`config.mk`:
```
export PLATFORM = sky130hd
export DESIGN_NAME = combat_resolver_flat
export DESIGN_NICKNAME = d
export VERILOG_FILES = /design/src/rtl/combat_resolver_if.sv /design/src/rtl/combat_resolver.sv /design/src/flat_wrapper.sv
export SDC_FILE = /design/constraint.sdc
export NUM_CORES = 1
export LEC_CHECK = 0
export ABC_AREA = 1
export BUFFER_PORTS_ARGS = -buffer_cell sky130_fd_sc_hd__clkbuf_2
export CAP_MARGIN = 15
export CORE_ASPECT_RATIO = 1.5
export CORE_MARGIN = 4
export CORE_UTILIZATION = 55
export DETAILED_ROUTE_END_ITERATION = 6
export GPL_TIMING_DRIVEN = 0
export PLACE_DENSITY = 0.86
export SLEW_MARGIN = 10
export SYNTH_ARGS = -nofsm -noshare
export SYNTH_HDL_FRONTEND = slang
export SYNTH_SLANG_ARGS = --single-unit
export TNS_END_PERCENT = 30
```
`constraint.sdc`:
```
create_clock -name clk -period 6.4 [get_ports clk]
set_clock_uncertainty 0.1 [all_clocks]
set_input_delay 0.32 -clock clk [delete_from_list [all_inputs] [get_ports clk]]
set_output_delay 0.32 -clock clk [all_outputs]
set_load 0.01 [all_outputs]
```
`src/rtl/combat_resolver_if.sv`:
```
`default_nettype none
// ============================================================================
//  Module      : combat_resolver_if
//  Description : Frame-rate link between the two player sprite FSMs and the
//                combat resolver. It carries the FSM state codes in one
//                direction and the positions, hit/block pulses, scores and
//                round status in the other.
//  Revision    : 1.0 - initial release
// ============================================================================
interface combat_resolver_if #(
  parameter int X_W = 10
);
  logic [3:0]     p1_state;
  logic [3:0]     p2_state;
  logic [X_W-1:0] p1_x;
  logic [X_W-1:0] p2_x;
  logic           p1_got_hit;
  logic           p1_got_blocked;
  logic           p2_got_hit;
  logic           p2_got_blocked;
  logic [1:0]     p1_score;
  logic [1:0]     p2_score;
  logic           round_over;

  // FSM side: drives the state codes and consumes everything else
  modport master (
    output p1_state, p2_state,
    input  p1_x, p2_x,
    input  p1_got_hit, p1_got_blocked, p2_got_hit, p2_got_blocked,
    input  p1_score, p2_score, round_over
  );

  // Resolver side
  modport slave (
    input  p1_state, p2_state,
    output p1_x, p2_x,
    output p1_got_hit, p1_got_blocked, p2_got_hit, p2_got_blocked,
    output p1_score, p2_score, round_over
  );
endinterface
`default_nettype wire

```
`src/rtl/combat_resolver.sv`:
```
`default_nettype none
// ============================================================================
//  Module      : combat_resolver
//  Description : Per-frame arbiter for two fighters. Moves both players with
//                arena clamping and body collision, detects attacks that
//                connect, returns one-cycle hit/block pulses to the defender,
//                keeps saturating hit scores and flags the end of the round.
//  Revision    : 1.0 - initial release
// ============================================================================
module combat_resolver #(
  parameter int X_W          = 10,
  parameter int ARENA_MIN    = 32,
  parameter int ARENA_MAX    = 607,
  parameter int P1_START     = 160,
  parameter int P2_START     = 480,
  parameter int WALK_FWD     = 3,
  parameter int WALK_BACK    = 2,
  parameter int BODY_W       = 32,
  parameter int ATK_REACH    = 48,
  parameter int DIRATK_REACH = 64,
  parameter int WIN_HITS     = 3
) (
  input  wire               clk,
  input  wire               reset_n,
  combat_resolver_if.slave  bus
);

  // State codes seen from the sprite FSMs
  localparam logic [3:0] c_st_back      = 4'd1;
  localparam logic [3:0] c_st_fwd       = 4'd2;
  localparam logic [3:0] c_st_atk_act   = 4'd4;
  localparam logic [3:0] c_st_dir_act   = 4'd7;
  localparam logic [3:0] c_st_blockstun = 4'd10;

  // Signed arithmetic is one bit wider than a position so clamps never wrap
  localparam logic signed [X_W:0] c_arena_min = (X_W+1)'(ARENA_MIN);
  localparam logic signed [X_W:0] c_arena_max = (X_W+1)'(ARENA_MAX);
  localparam logic signed [X_W:0] c_walk_fwd  = (X_W+1)'(WALK_FWD);
  localparam logic signed [X_W:0] c_walk_back = (X_W+1)'(WALK_BACK);
  localparam logic signed [X_W:0] c_body_w    = (X_W+1)'(BODY_W);
  localparam logic signed [X_W:0] c_atk_reach = (X_W+1)'(ATK_REACH);
  localparam logic signed [X_W:0] c_dir_reach = (X_W+1)'(DIRATK_REACH);
  localparam logic [X_W-1:0]      c_p1_start  = X_W'(P1_START);
  localparam logic [X_W-1:0]      c_p2_start  = X_W'(P2_START);
  localparam logic [1:0]          c_win_hits  = 2'(WIN_HITS);

  logic [X_W-1:0] p1_x_q, p1_x_d;
  logic [X_W-1:0] p2_x_q, p2_x_d;
  logic           p1_got_hit_q, p1_got_hit_d;
  logic           p1_got_blocked_q, p1_got_blocked_d;
  logic           p2_got_hit_q, p2_got_hit_d;
  logic           p2_got_blocked_q, p2_got_blocked_d;
  logic [1:0]     p1_score_q, p1_score_d;
  logic [1:0]     p2_score_q, p2_score_d;
  logic           p1_used_q, p1_used_d;
  logic           p2_used_q, p2_used_d;
  logic           round_over_q, round_over_d;

  logic [3:0]            w_p1_st, w_p2_st;
  logic signed [X_W:0]   w_p1_back, w_p2_back;
  logic signed [X_W:0]   w_p1_fwd, w_p2_fwd;
  logic signed [X_W:0]   w_gap_now;
  logic                  w_p1_active, w_p2_active;
  logic signed [X_W:0]   w_p1_reach, w_p2_reach;
  logic                  w_p1_connect, w_p2_connect;
  logic                  w_p1_guard, w_p2_guard;

  // Undefined codes behave as idle
  function automatic logic [3:0] norm_state(input logic [3:0] s);
    return (s > 4'd10) ? 4'd0 : s;
  endfunction

  // Next-frame positions, hit detection, scoring and round status
  always_comb begin
    w_p1_st = norm_state(bus.p1_state);
    w_p2_st = norm_state(bus.p2_state);

    // Backward step first (clamped to the arena), then forward step
    w_p1_back = $signed({1'b0, p1_x_q}) - ((w_p1_st == c_st_back) ? c_walk_back : '0);
    if (w_p1_back < c_arena_min) w_p1_back = c_arena_min;
    w_p2_back = $signed({1'b0, p2_x_q}) + ((w_p2_st == c_st_back) ? c_walk_back : '0);
    if (w_p2_back > c_arena_max) w_p2_back = c_arena_max;
    w_p1_fwd = w_p1_back + ((w_p1_st == c_st_fwd) ? c_walk_fwd : '0);
    w_p2_fwd = w_p2_back - ((w_p2_st == c_st_fwd) ? c_walk_fwd : '0);

    // Bodies may not overlap: drop both forward steps, keep the retreats
    if ((w_p2_fwd - w_p1_fwd) < c_body_w) begin
      p1_x_d = w_p1_back[X_W-1:0];
      p2_x_d = w_p2_back[X_W-1:0];
    end else begin
      p1_x_d = w_p1_fwd[X_W-1:0];
      p2_x_d = w_p2_fwd[X_W-1:0];
    end

    // Range checks use the pre-move positions
    w_gap_now   = $signed({1'b0, p2_x_q}) - $signed({1'b0, p1_x_q});
    w_p1_active = (w_p1_st == c_st_atk_act) || (w_p1_st == c_st_dir_act);
    w_p2_active = (w_p2_st == c_st_atk_act) || (w_p2_st == c_st_dir_act);
    w_p1_reach  = (w_p1_st == c_st_dir_act) ? c_dir_reach : c_atk_reach;
    w_p2_reach  = (w_p2_st == c_st_dir_act) ? c_dir_reach : c_atk_reach;
    w_p1_connect = w_p1_active && (w_gap_now <= w_p1_reach) && !p1_used_q && !round_over_q;
    w_p2_connect = w_p2_active && (w_gap_now <= w_p2_reach) && !p2_used_q && !round_over_q;

    // A connect latches until the attacker leaves its active states
    p1_used_d = w_p1_active && (p1_used_q || w_p1_connect);
    p2_used_d = w_p2_active && (p2_used_q || w_p2_connect);

    w_p1_guard = (w_p1_st == c_st_back) || (w_p1_st == c_st_blockstun);
    w_p2_guard = (w_p2_st == c_st_back) || (w_p2_st == c_st_blockstun);

    p2_got_hit_d     = w_p1_connect && !w_p2_guard;
    p2_got_blocked_d = w_p1_connect &&  w_p2_guard;
    p1_got_hit_d     = w_p2_connect && !w_p1_guard;
    p1_got_blocked_d = w_p2_connect &&  w_p1_guard;

    p1_score_d = p1_score_q;
    p2_score_d = p2_score_q;
    if (p2_got_hit_d && (p1_score_q < c_win_hits)) p1_score_d = p1_score_q + 2'd1;
    if (p1_got_hit_d && (p2_score_q < c_win_hits)) p2_score_d = p2_score_q + 2'd1;

    round_over_d = round_over_q || (p1_score_q == c_win_hits) || (p2_score_q == c_win_hits);

    // A finished round freezes the arena until reset
    if (round_over_q) begin
      p1_x_d = p1_x_q;
      p2_x_d = p2_x_q;
    end
  end

  // Frame registers with synchronous active-low reset
  always_ff @(posedge clk) begin
    if (!reset_n) begin
      p1_x_q           <= c_p1_start;
      p2_x_q           <= c_p2_start;
      p1_got_hit_q     <= 1'b0;
      p1_got_blocked_q <= 1'b0;
      p2_got_hit_q     <= 1'b0;
      p2_got_blocked_q <= 1'b0;
      p1_score_q       <= 2'd0;
      p2_score_q       <= 2'd0;
      p1_used_q        <= 1'b0;
      p2_used_q        <= 1'b0;
      round_over_q     <= 1'b0;
    end else begin
      p1_x_q           <= p1_x_d;
      p2_x_q           <= p2_x_d;
      p1_got_hit_q     <= p1_got_hit_d;
      p1_got_blocked_q <= p1_got_blocked_d;
      p2_got_hit_q     <= p2_got_hit_d;
      p2_got_blocked_q <= p2_got_blocked_d;
      p1_score_q       <= p1_score_d;
      p2_score_q       <= p2_score_d;
      p1_used_q        <= p1_used_d;
      p2_used_q        <= p2_used_d;
      round_over_q     <= round_over_d;
    end
  end

  assign bus.p1_x           = p1_x_q;
  assign bus.p2_x           = p2_x_q;
  assign bus.p1_got_hit     = p1_got_hit_q;
  assign bus.p1_got_blocked = p1_got_blocked_q;
  assign bus.p2_got_hit     = p2_got_hit_q;
  assign bus.p2_got_blocked = p2_got_blocked_q;
  assign bus.p1_score       = p1_score_q;
  assign bus.p2_score       = p2_score_q;
  assign bus.round_over     = round_over_q;

endmodule
`default_nettype wire
```
`src/flat_wrapper.sv`:
```
// flat-port wrapper written by rule: the top's interface ports become plain ports
module combat_resolver_flat 
#(
  parameter int X_W          = 10,
  parameter int ARENA_MIN    = 32,
  parameter int ARENA_MAX    = 607,
  parameter int P1_START     = 160,
  parameter int P2_START     = 480,
  parameter int WALK_FWD     = 3,
  parameter int WALK_BACK    = 2,
  parameter int BODY_W       = 32,
  parameter int ATK_REACH    = 48,
  parameter int DIRATK_REACH = 64,
  parameter int WIN_HITS     = 3
)
  (clk, reset_n, bus_p1_state, bus_p2_state, bus_p1_x, bus_p2_x, bus_p1_got_hit, bus_p1_got_blocked, bus_p2_got_hit, bus_p2_got_blocked, bus_p1_score, bus_p2_score, bus_round_over);
  combat_resolver_if #(.X_W(X_W)) bus_i ();
  input  wire clk;
  input  wire reset_n;
  input wire logic [$bits(bus_i.p1_state)-1:0] bus_p1_state;
  input wire logic [$bits(bus_i.p2_state)-1:0] bus_p2_state;
  output wire logic [$bits(bus_i.p1_x)-1:0] bus_p1_x;
  output wire logic [$bits(bus_i.p2_x)-1:0] bus_p2_x;
  output wire logic [$bits(bus_i.p1_got_hit)-1:0] bus_p1_got_hit;
  output wire logic [$bits(bus_i.p1_got_blocked)-1:0] bus_p1_got_blocked;
  output wire logic [$bits(bus_i.p2_got_hit)-1:0] bus_p2_got_hit;
  output wire logic [$bits(bus_i.p2_got_blocked)-1:0] bus_p2_got_blocked;
  output wire logic [$bits(bus_i.p1_score)-1:0] bus_p1_score;
  output wire logic [$bits(bus_i.p2_score)-1:0] bus_p2_score;
  output wire logic [$bits(bus_i.round_over)-1:0] bus_round_over;
  assign bus_i.p1_state = bus_p1_state;
  assign bus_i.p2_state = bus_p2_state;
  assign bus_p1_x = bus_i.p1_x;
  assign bus_p2_x = bus_i.p2_x;
  assign bus_p1_got_hit = bus_i.p1_got_hit;
  assign bus_p1_got_blocked = bus_i.p1_got_blocked;
  assign bus_p2_got_hit = bus_i.p2_got_hit;
  assign bus_p2_got_blocked = bus_i.p2_got_blocked;
  assign bus_p1_score = bus_i.p1_score;
  assign bus_p2_score = bus_i.p2_score;
  assign bus_round_over = bus_i.round_over;
  combat_resolver #(.X_W(X_W), .ARENA_MIN(ARENA_MIN), .ARENA_MAX(ARENA_MAX), .P1_START(P1_START), .P2_START(P2_START), .WALK_FWD(WALK_FWD), .WALK_BACK(WALK_BACK), .BODY_W(BODY_W), .ATK_REACH(ATK_REACH), .DIRATK_REACH(DIRATK_REACH), .WIN_HITS(WIN_HITS)) u_core (.clk(clk), .reset_n(reset_n), .bus(bus_i));
endmodule
```
==> impl_metrics.py, run 1 <==
metrics = {
    "clock_network": {
        "post_cts_buffers": 0,
        "cts_htree_levels": 2,
        "clkSinkCount": 31,
        "ctsHoldBuffers": 0,
        "clk_latency_ns": 0.30,
        "path_clk_slew_ns": 0.07,
        "cts_repair_resize_count": 0,
        "cts_root_buf": "clkbuf_8",
        "clockBufferDepth": 2,
        "cts_tree": "yes",
        "cts_made_buffers": 5,
    },
    "floorplanning": {
        "coreArea_um2": 6580,
        "design.die.area_um2": 8270,
        "boundaryPins": 39,
        "floorplan.initialDensity": 0.573,
        "die_h_um": 109,
        "die_w_um": 75.6,
        "row_count": 36,
    },
    "power_and_ir_drop": {
        "switching_share": 0.548,
        "vdd_drop_max_uv": 234,
        "power_frac_comb": 0.762,
        "seq_power_share": 0.140,
        "intPower_uw": 958,
        "pwr-share-clk": 0.099,
        "power_density_nw_per_um2": 508,
        "p_switching_uw": 1160,
        "p_leak_uw": 0.00217,
    },
    "placed_design": {
        "numPortBuffers": 38,
        "dpl_worst_slack_ns": 0.560,
        "place_area_um2": 4060,
        "dp_cells": 694,
        "gp_congestion": 0.882,
        "place_hpwl_um": 8210,
    },
    "timing": {
        "slew_violations": 0,
        "clock.fmax_ghz": 0.180,
        "holdWs_ns": 0.219,
        "period_minus_slack_ns": 5.57,
        "setup_ws_ns": 0.831,
        "min_period_over_period": 0.870,
        "fin_tns_setup_ns": 0,
        "tightest_slew_ns": 0.675,
        "setup_viol": 0,
        "rsz0062_at_grt": "no",
        "slew_headroom": 0.550,
        "hold_viol_final": 0,
    },
    "synthesis": {
        "syn-cell-area_um2": 3770,
        "synthArstFlopShare": 0,
        "seq_area_frac_synth": 0.165,
        "netlist_instances": 580,
        "synth.distinct_cells": 43,
        "synth_nets": 628,
        "synth_warnings": 0,
        "yosysTopAreaCell": "dfxtp_1",
        "yosysTopAreaCellShare": 0.165,
        "ys_ff_latch": 31,
        "avgSynthCellArea_um2": 6.50,
        "synth_ff_type": "dfxtp_1",
        "synth.area.top_cells": "dfxtp_1 16%, nand2_1 12%, ha_1 12%, inv_1 9.4%, nand3_1 7.0%",
        "synth_edf_count": 0,
    },
    "worst_hold_path": {
        "min-delay-start": "reset_n",
        "hp-class": "in2reg",
        "holdPathEnd": "u_core.bus.p1_x[2]$_SDFFE_PN0N_",
        "holdPathStages": 3,
    },
    "worst_setup_path": {
        "cp_data_required_time_ns": 6.49,
        "end_kind": "flip-flop",
        "start_kind": "primary input",
        "rr_endpoint": "u_core.bus.p2_x[8]$_SDFFE_PN1N_",
        "arrival_ns": 5.66,
        "path_max_fanout": 10,
        "cp_num_buf_inv": 10,
        "regToRegSetupSlack_ns": 0.83,
        "cp_common_cell": "inv_1",
        "critPathMaxStageDelay_ns": 0.45,
        "crit_type": "in2reg",
        "crit_family": "simple AND/OR/NAND/NOR gates",
        "reg2reg_from": "u_core.bus.p2_x[1]$_SDFFE_PN0N_",
        "r2r_cells": 35,
        "cp_slowest_cell": "fa_1",
    },
    "routing": {
        "drtPass1Iterations": 5,
        "viasPerCell": 5.49,
        "ant_nets": 0,
        "wl_per_cell_um": 14.0,
        "drtIter0Drc": 197,
        "vias": 3852,
        "drc": 0,
        "totalWireLength_um": 9860,
    },
    "grt": {
        "grt.total_usage": 0.249,
        "grt_max_degree": 11,
        "antenna_found_initial": 0,
        "grt_pass1_wl_um": 16100,
        "grt_overflow": 0,
        "grt_pass1_vias": 3760,
    },
    "final_layout": {
        "stdcell_count": 702,
        "syn2layout_area_growth_pct": 10.7,
        "layout-drive-gt1-share": 0.179,
        "multi_input_area_um2": 2700,
        "num_antenna_cells": 0,
        "fill_cells": 601,
        "nets": 673,
        "register_area_um2": 621,
        "fin_area_um2": 4170,
    },
    "run_status": {
        "status": "finished, final reports clean",
    },
    "run": {
        "drv_cap": 0,
    },
}
[worst max path at each step]
stage,start,to,slack (ns),cells after the start
6_report,bus_p2_state[3],u_core.bus.p2_x[8]$_SDFFE_PN1N_,0.83,39
5_1_grt,u_core.bus.p2_x[1]$_SDFFE_PN0N_,u_core.bus.p2_x[8]$_SDFFE_PN1N_,0.20,35
4_1_cts,u_core.bus.p2_x[1]$_SDFFE_PN0N_,u_core.bus.p2_x[8]$_SDFFE_PN1N_,0.85,35
3_5_place_dp,bus_p2_state[3],u_core.bus.p2_x[8]$_SDFFE_PN1N_,0.56,39
3_3_place_gp,bus_p2_state[3],u_core.bus.p2_x[8]$_SDFFE_PN1N_,0.74,37
2_1_floorplan,bus_p2_state[3],u_core.bus.p1_x[6]$_SDFFE_PN0N_,1.48,36
[logic make-up (layout without fill, tap and decap cells)]
family | Yosys count | count (layout) | synth area share
XOR/XNOR | 24 | 24 | 0.0558
AO/OA/AOI/OAI | 86 | 86 | 0.134
buffers and inverters | 112 | 158 | 0.119
AND/OR/NAND/NOR | 289 | 289 | 0.395
adder cells (fa/ha/maj) | 38 | 38 | 0.132
flip-flops | 31 | 31 | 0.165
[Yosys cell counts, types with 2 or more instances]
library cell	n
xor2_1	17
o21ai_1	10
nor2_2	5
a211oi_1	2
buf_1	2
inv_2	5
clkbuf_1	2
o21bai_1	2
nand3b_1	5
nor3_1	8
ha_1	35
o21ai_0	22
fa_1	3
nand3_1	53
xnor2_1	7
inv_1	94
a21oi_1	33
nor3b_1	2
buf_2	3
clkinv_1	2
nand2_1	120
nand4_1	13
a21oi_2	8
nand2_2	12
nand2_4	3
nor2_4	6
nor2_1	44
dfxtp_1	31
o31ai_1	3
nand3_2	10
nand3_4	5
inv_4	2
[worst min-delay path: stages]
cell,delay (ns)
clkbuf_2,0.13
o21ai_0,0.08
nor2_1,0.05
[sequential cells by signal, indices dropped and copies added, names as in the netlist]
register                   flops
u_core.bus.p1_x               10
u_core.bus.p2_x               10
u_core.bus.p1_score            2
u_core.bus.p2_score            2
u_core.bus.p1_got_blocked      1
u_core.bus.p1_got_hit          1
u_core.bus.p2_got_blocked      1
u_core.bus.p2_got_hit          1
u_core.bus.round_over          1
u_core.p1_used_q               1
u_core.p2_used_q               1
[power groups by stage]
stage          sequential (uW)  clock (uW)  combinational (uW)
2_1_floorplan              303           0                1240
3_3_place_gp               296           0                1530
3_5_place_dp               299           0                1600
4_1_cts                    294         208                1610
5_1_grt                    303         218                1800
6_report                   296         209                1610
[area by class of cell]
cell class | instances | area share
Buffer | 9 | 0.0135
Clock buffer | 6 | 0.0198
Clock inverter | 2 | 0.00840
Inverter | 103 | 0.0939
Multi-Input combinational cell | 437 | 0.647
Sequential cell | 31 | 0.149
Tap cell | 76 | 0.0228
Timing Repair Buffer | 38 | 0.0456
[per-layer routing]
layer | part of all wire | global-route usage
met5 | 0 | 0
met4 | 0.042 | 0.125
met3 | 0.038 | 0.0284
met2 | 0.53 | 0.475
met1 | 0.39 | 0.256
[stage by stage]
step	util	power, uW
floorplan	-	1540
global placement	0.617	1820
detailed placement	0.617	1890
CTS	0.635	2110
global route	0.635	2330
finish	0.635	2120
[layout by cell type, fill, tap and decap left out, drive strengths merged]
master / count
nor2: 55
buf: 7
a21oi: 41
nand3b: 5
o211ai: 1
a31oi: 1
a21boi: 1
clkinv: 3
xor2: 17
nand3: 68
ha: 35
o21a: 1
clkbuf: 46
nand4: 14
xnor2: 7
a21o: 1
o31ai: 3
or2: 1
fa: 3
bufinv: 1
o21bai: 2
nor3b: 2
inv: 101
o21ai: 33
a211oi: 2
nand2: 136
dfxtp: 31
nor3: 8
No activity file was read; power rests on OpenSTA's default activity.
==> inputs of run 2 (changes only) <==
- clock period: 6.4 -> 6 ns (I/O delays scaled with it)
==> run 2 against run 1 <==
  * Cell count rose by 0.57%
  * Routed wire length rose by 0.94%
  * Sequential power is 6.8% higher
  * Setup slack worse by 0.34 ns
  * First-iteration DRC count rose by 26%
  * Critical endpoint unchanged
  * Highest routed layer unchanged
==> impl_metrics.py, run 2 (synthesized netlist as in run 1, its figures left out) <==
metrics = {
    "timing": {
        "setup_viol": 0,
        "clock.fmax_ghz": 0.182,
        "hold_viol_final": 0,
        "slew_headroom": 0.547,
        "slew_violations": 0,
        "tightest_slew_ns": 0.679,
        "period_minus_slack_ns": 5.51,
        "min_period_over_period": 0.918,
    },
    "routing": {
        "highest_layer": "met4",
        "viasPerCell": 5.52,
        "drtIter0Drc": 248,
        "vias": 3899,
        "ant_nets": 0,
        "drtPass1Iterations": 5,
        "dr_wl_met3_um": 331,
        "wl_per_cell_um": 14.1,
        "wl_met1_um": 3890,
        "met2_length_um": 5340,
        "drc": 0,
        "totalWireLength_um": 9960,
    },
    "clock_network": {
        "cts_root_buf": "clkbuf_8",
        "path_clk_slew_ns": 0.07,
        "cts_tree": "yes",
        "clk_latency_ns": 0.30,
        "cts_made_buffers": 5,
        "ctsHoldBuffers": 0,
        "clockBufferDepth": 2,
        "cts_htree_levels": 2,
        "clkSinkCount": 31,
    },
    "worst_setup_path": {
        "start_kind": "flip-flop",
        "path_max_fanout": 10,
        "r2r_cells": 31,
        "arrival_ns": 5.60,
        "rr_endpoint": "u_core.bus.p2_x[8]$_SDFFE_PN1N_",
        "crit_family": "adder cells",
        "regToRegSetupSlack_ns": 0.49,
        "reg2reg_from": "u_core.bus.p1_x[1]$_SDFFE_PN0N_",
        "critPathMaxStageDelay_ns": 0.42,
        "cp_data_required_time_ns": 6.09,
        "cp_slowest_cell": "fa_1",
        "end_kind": "flip-flop",
        "crit_type": "reg2reg",
        "cp_common_cell": "nand2_1",
        "cp_num_buf_inv": 4,
    },
    "power_and_ir_drop": {
        "vdd_drop_max_uv": 265,
        "total_power_uw": 2330,
        "p_leak_uw": 0.00220,
        "power_density_nw_per_um2": 549,
    },
    "floorplanning": {
        "boundaryPins": 39,
        "die_h_um": 109,
        "coreArea_um2": 6580,
        "row_count": 36,
        "design.die.area_um2": 8270,
        "die_w_um": 75.6,
        "floorplan.initialDensity": 0.573,
    },
    "worst_hold_path": {
        "holdPathStages": 3,
        "hp-class": "in2reg",
        "holdPathEnd": "u_core.bus.p1_x[2]$_SDFFE_PN0N_",
        "min-delay-start": "reset_n",
    },
    "final_layout": {
        "layout-drive-gt1-share": 0.194,
        "nets": 677,
        "utilization": 0.645,
        "layout_commonest_cell": "nand2_1",
        "num_antenna_cells": 0,
        "mostFrequentLayoutCells": "120 x nand2_1, 94 x inv_1, 52 x nand3_1",
        "syn2layout_area_growth_pct": 12.6,
    },
    "grt": {
        "grt_pass1_vias": 3760,
        "grt_overflow": 0,
        "grt_pass1_wl_um": 16100,
        "grt_max_degree": 11,
        "antenna_found_initial": 0,
        "grt.total_usage": 0.249,
    },
    "placed_design": {
        "place_hpwl_um": 8210,
        "gp_congestion": 0.882,
        "numPortBuffers": 38,
    },
    "run": {
        "drv_cap": 0,
    },
    "run_status": {
        "status": "finished, final reports clean",
    },
}
-- run 2: where the power goes --
group | internal [uW] | switching [uW] | total [uW] | leakage (uW)
Combinational | 679 | 1110 | 1790 | 0.00189
Sequential | 252 | 64.2 | 316 | 0.000253
Clock | 134 | 89.0 | 223 | 0.0000612
-- run 2: cell type report --
cell class              instances  area (um2)
well taps                      76        95.1
clock inverters                 2        35.0
repair buffers                 42         220
multi-input cells             437        2740
plain buffers                   9        56.3
flip-flops and latches         31         621
fillers                       589        2330
clock buffers                   6        82.6
inverters                     103         392
-- run 2: through the flow --
step           area [um2]  setup TNS [ns]  setup slack [ns]  hold WS [ns]  instances
2_1_floorplan        3770               0              1.10         0.333        580
3_3_place_gp         4060               0             0.364         0.344        694
3_5_place_dp         4060               0             0.180         0.353        694
4_1_cts              4170               0             0.451         0.193        702
5_1_grt              4240        -0.00581          -0.00581         0.223        706
6_report             4240               0             0.493         0.198        706
-- run 2: layer usage --
metal | track usage | vias up
met2 | 0.475 | 104
met5 | 0 | -
met4 | 0.125 | 0
met1 | 0.256 | 1781
met3 | 0.0284 | 33
li1 | - | 1981
-- run 2: worst max-delay path by stage --
stage / slack, ns / end / depth (start not counted) / start
2_1_floorplan: 1.10 / u_core.bus.p1_x[6]$_SDFFE_PN0N_ / 36 / bus_p2_state[3]
3_3_place_gp: 0.36 / u_core.bus.p2_x[8]$_SDFFE_PN1N_ / 37 / bus_p2_state[3]
3_5_place_dp: 0.18 / u_core.bus.p2_x[8]$_SDFFE_PN1N_ / 39 / bus_p2_state[3]
4_1_cts: 0.45 / u_core.bus.p2_x[8]$_SDFFE_PN1N_ / 35 / u_core.bus.p2_x[1]$_SDFFE_PN0N_
5_1_grt: -0.006 / u_core.bus.p2_x[8]$_SDFFE_PN1N_ / 33 / u_core.bus.p2_x[1]$_SDFFE_PN0N_
6_report: 0.49 / u_core.bus.p2_x[8]$_SDFFE_PN1N_ / 31 / u_core.bus.p1_x[1]$_SDFFE_PN0N_
-- run 2: timing repair --
item | CTS | global route
resized for setup | 0 | 8
setup buffers | 0 | 4
setup endpoints to repair | 0 | 20
-- run 2: worst reg2reg max path: cells and delay by family (launching register included) --
family	cells	cell delay [ns]
flip-flops	1	0.34
AND/OR/NAND/NOR	14	1.57
adder cells (fa/ha/maj)	6	1.63
buffers and inverters	4	0.54
AO/OA/AOI/OAI	5	0.70
XOR/XNOR	2	0.51
==> inputs of run 3 (changes only) <==
- CORE_UTILIZATION: 55 -> 35
- PLACE_DENSITY: 0.86 -> 0.63
==> run 3 against run 2 <==
  * Clock-buffer cell count rose by 2
  * Setup slack got worse by 0.074 ns
  * Via count fell by 2.0%
  * Register-to-register slack got worse by 0.07 ns
  * Non-clock buffer count down 2
  * Design area up 2.1%
  * Flip-flop and latch count unchanged
  * Sequential share of layout area shrank 0.30 points
  * Fmax is 1.3% lower
  * Combinational power down 3%
==> impl_metrics.py, run 3 (synthesized netlist as in run 1, its figures left out) <==
metrics = {
    "timing": {
        "clock.fmax_ghz": 0.179,
        "slew_headroom": 0.554,
        "hold_viol_final": 0,
        "fin_tns_setup_ns": 0,
        "setup_viol": 0,
        "period_minus_slack_ns": 5.58,
        "min_period_over_period": 0.930,
        "slew_violations": 0,
        "tightest_slew_ns": 0.669,
        "setup_ws_ns": 0.420,
    },
    "final_layout": {
        "mostFrequentLayoutCells": "120 x nand2_1, 94 x inv_1, 53 x nand3_1",
        "layout_commonest_cell": "nand2_1",
        "layout-drive-gt1-share": 0.186,
        "syn2layout_area_growth_pct": 14.9,
        "nets": 675,
        "num_antenna_cells": 0,
        "fill_cells": 1121,
    },
    "clock_network": {
        "clkSinkCount": 31,
        "cts_made_buffers": 5,
        "clockBufferDepth": 2,
        "clk_latency_ns": 0.28,
        "cts_htree_levels": 2,
        "cts_tree": "yes",
        "path_clk_slew_ns": 0.05,
        "cts_root_buf": "clkbuf_16",
    },
    "routing": {
        "totalWireLength_um": 10700,
        "viasPerCell": 4.95,
        "wl_per_cell_um": 13.9,
        "drtPass1Iterations": 4,
        "drtIter0Drc": 221,
        "ant_nets": 0,
        "drc": 0,
        "vias": 3820,
    },
    "power_and_ir_drop": {
        "power_density_nw_per_um2": 534,
        "vdd_drop_max_uv": 206,
        "p_leak_uw": 0.00221,
    },
    "floorplanning": {
        "row_count": 46,
        "die_h_um": 135,
        "boundaryPins": 39,
        "coreArea_um2": 10500,
        "floorplan.initialDensity": 0.358,
        "die_w_um": 92.7,
        "design.die.area_um2": 12500,
    },
    "worst_setup_path": {
        "path_max_fanout": 10,
        "cp_common_cell": "nand2_1",
        "start_kind": "flip-flop",
        "crit_type": "reg2reg",
        "end_kind": "flip-flop",
        "cp_slowest_cell": "fa_1",
        "critPathMaxStageDelay_ns": 0.41,
        "cp_data_required_time_ns": 6.06,
        "arrival_ns": 5.64,
    },
    "grt": {
        "antenna_found_initial": 0,
        "grt_pass1_vias": 3694,
        "grt.total_usage": 0.171,
        "grt_max_degree": 11,
        "grt_pass1_wl_um": 17000,
        "grt_overflow": 0,
    },
    "placed_design": {
        "place_hpwl_um": 9170,
        "numPortBuffers": 38,
        "gp_congestion": 0.867,
        "dpl_worst_slack_ns": 0.0910,
    },
    "run": {
        "drv_cap": 0,
    },
    "worst_hold_path": {
        "hp-class": "in2reg",
    },
    "run_status": {
        "status": "finished, final reports clean",
    },
}
[run 3: per-layer routing]
layer,global-route usage,part of all wire
met1,0.164,0.37
met2,0.345,0.56
met3,0.0128,0.024
met4,0.0994,0.045
met5,0,0
[run 3: area by class of cell]
| class | count | area, um2 | area share |
|---|---|---|---|
| sequential | 31 | 621 | 0.143 |
| buffer | 9 | 56.3 | 0.0130 |
| tap | 144 | 180 | 0.0416 |
| multi-input combinational | 437 | 2720 | 0.628 |
| inverter | 103 | 392 | 0.0904 |
| clock buffer | 8 | 156 | 0.0361 |
| timing repair buffer | 40 | 205 | 0.0474 |
[run 3: report_power, final]
part / switching (uW) / internal [uW]
clock network: 87.1 / 176
registers: 65.4 / 253
logic: 1090 / 641
total: 1240 / 1070
[run 3: final timing paths]
| kind | from | endpoint | slack (ns) | depth (start not counted) |
|---|---|---|---|---|
| setup / recovery | u_core.bus.p1_x[1]$_SDFFE_PN0N_ | u_core.bus.p2_x[7]$_SDFFE_PN1N_ | 0.42 | 32 |
| hold / removal | bus_p2_state[3] | u_core.p2_used_q$_SDFF_PN0_ | 0.30 | 4 |
| setup reg to reg | u_core.bus.p1_x[1]$_SDFFE_PN0N_ | u_core.bus.p2_x[7]$_SDFFE_PN1N_ | 0.42 | 32 |
| hold reg to reg | u_core.p2_used_q$_SDFF_PN0_ | u_core.p2_used_q$_SDFF_PN0_ | 0.36 | 2 |
[run 3: what timing repair did]
| item | in CTS | in global routing |
|---|---|---|
| buffers inserted | 0 | 2 |
| hold buffers | 0 | 0 |
| resized for setup | 0 | 5 |
| setup endpoints to repair | 0 | 20 |
[run 3: stage by stage]
step	hold WS (ns)	instance area, um2	std cells	utilization	total power (uW)
2_1_floorplan	0.333	3770	580	-	1640
3_3_place_gp	0.348	4140	762	0.393	1990
3_5_place_dp	0.354	4140	762	0.393	2040
4_1_cts	0.289	4300	770	0.408	2310
5_1_grt	0.304	4330	772	0.411	2540
6_report	0.296	4330	772	0.411	2310
[run 3: critical path, delay by kind of cell (launching register included)]
family | cells | cell delay (ns)
compound gates | 5 | 0.62
xor+xnor | 2 | 0.38
fa+ha+maj | 6 | 1.60
buf+inv | 4 | 0.56
flops | 1 | 0.34
simple gates | 15 | 1.84
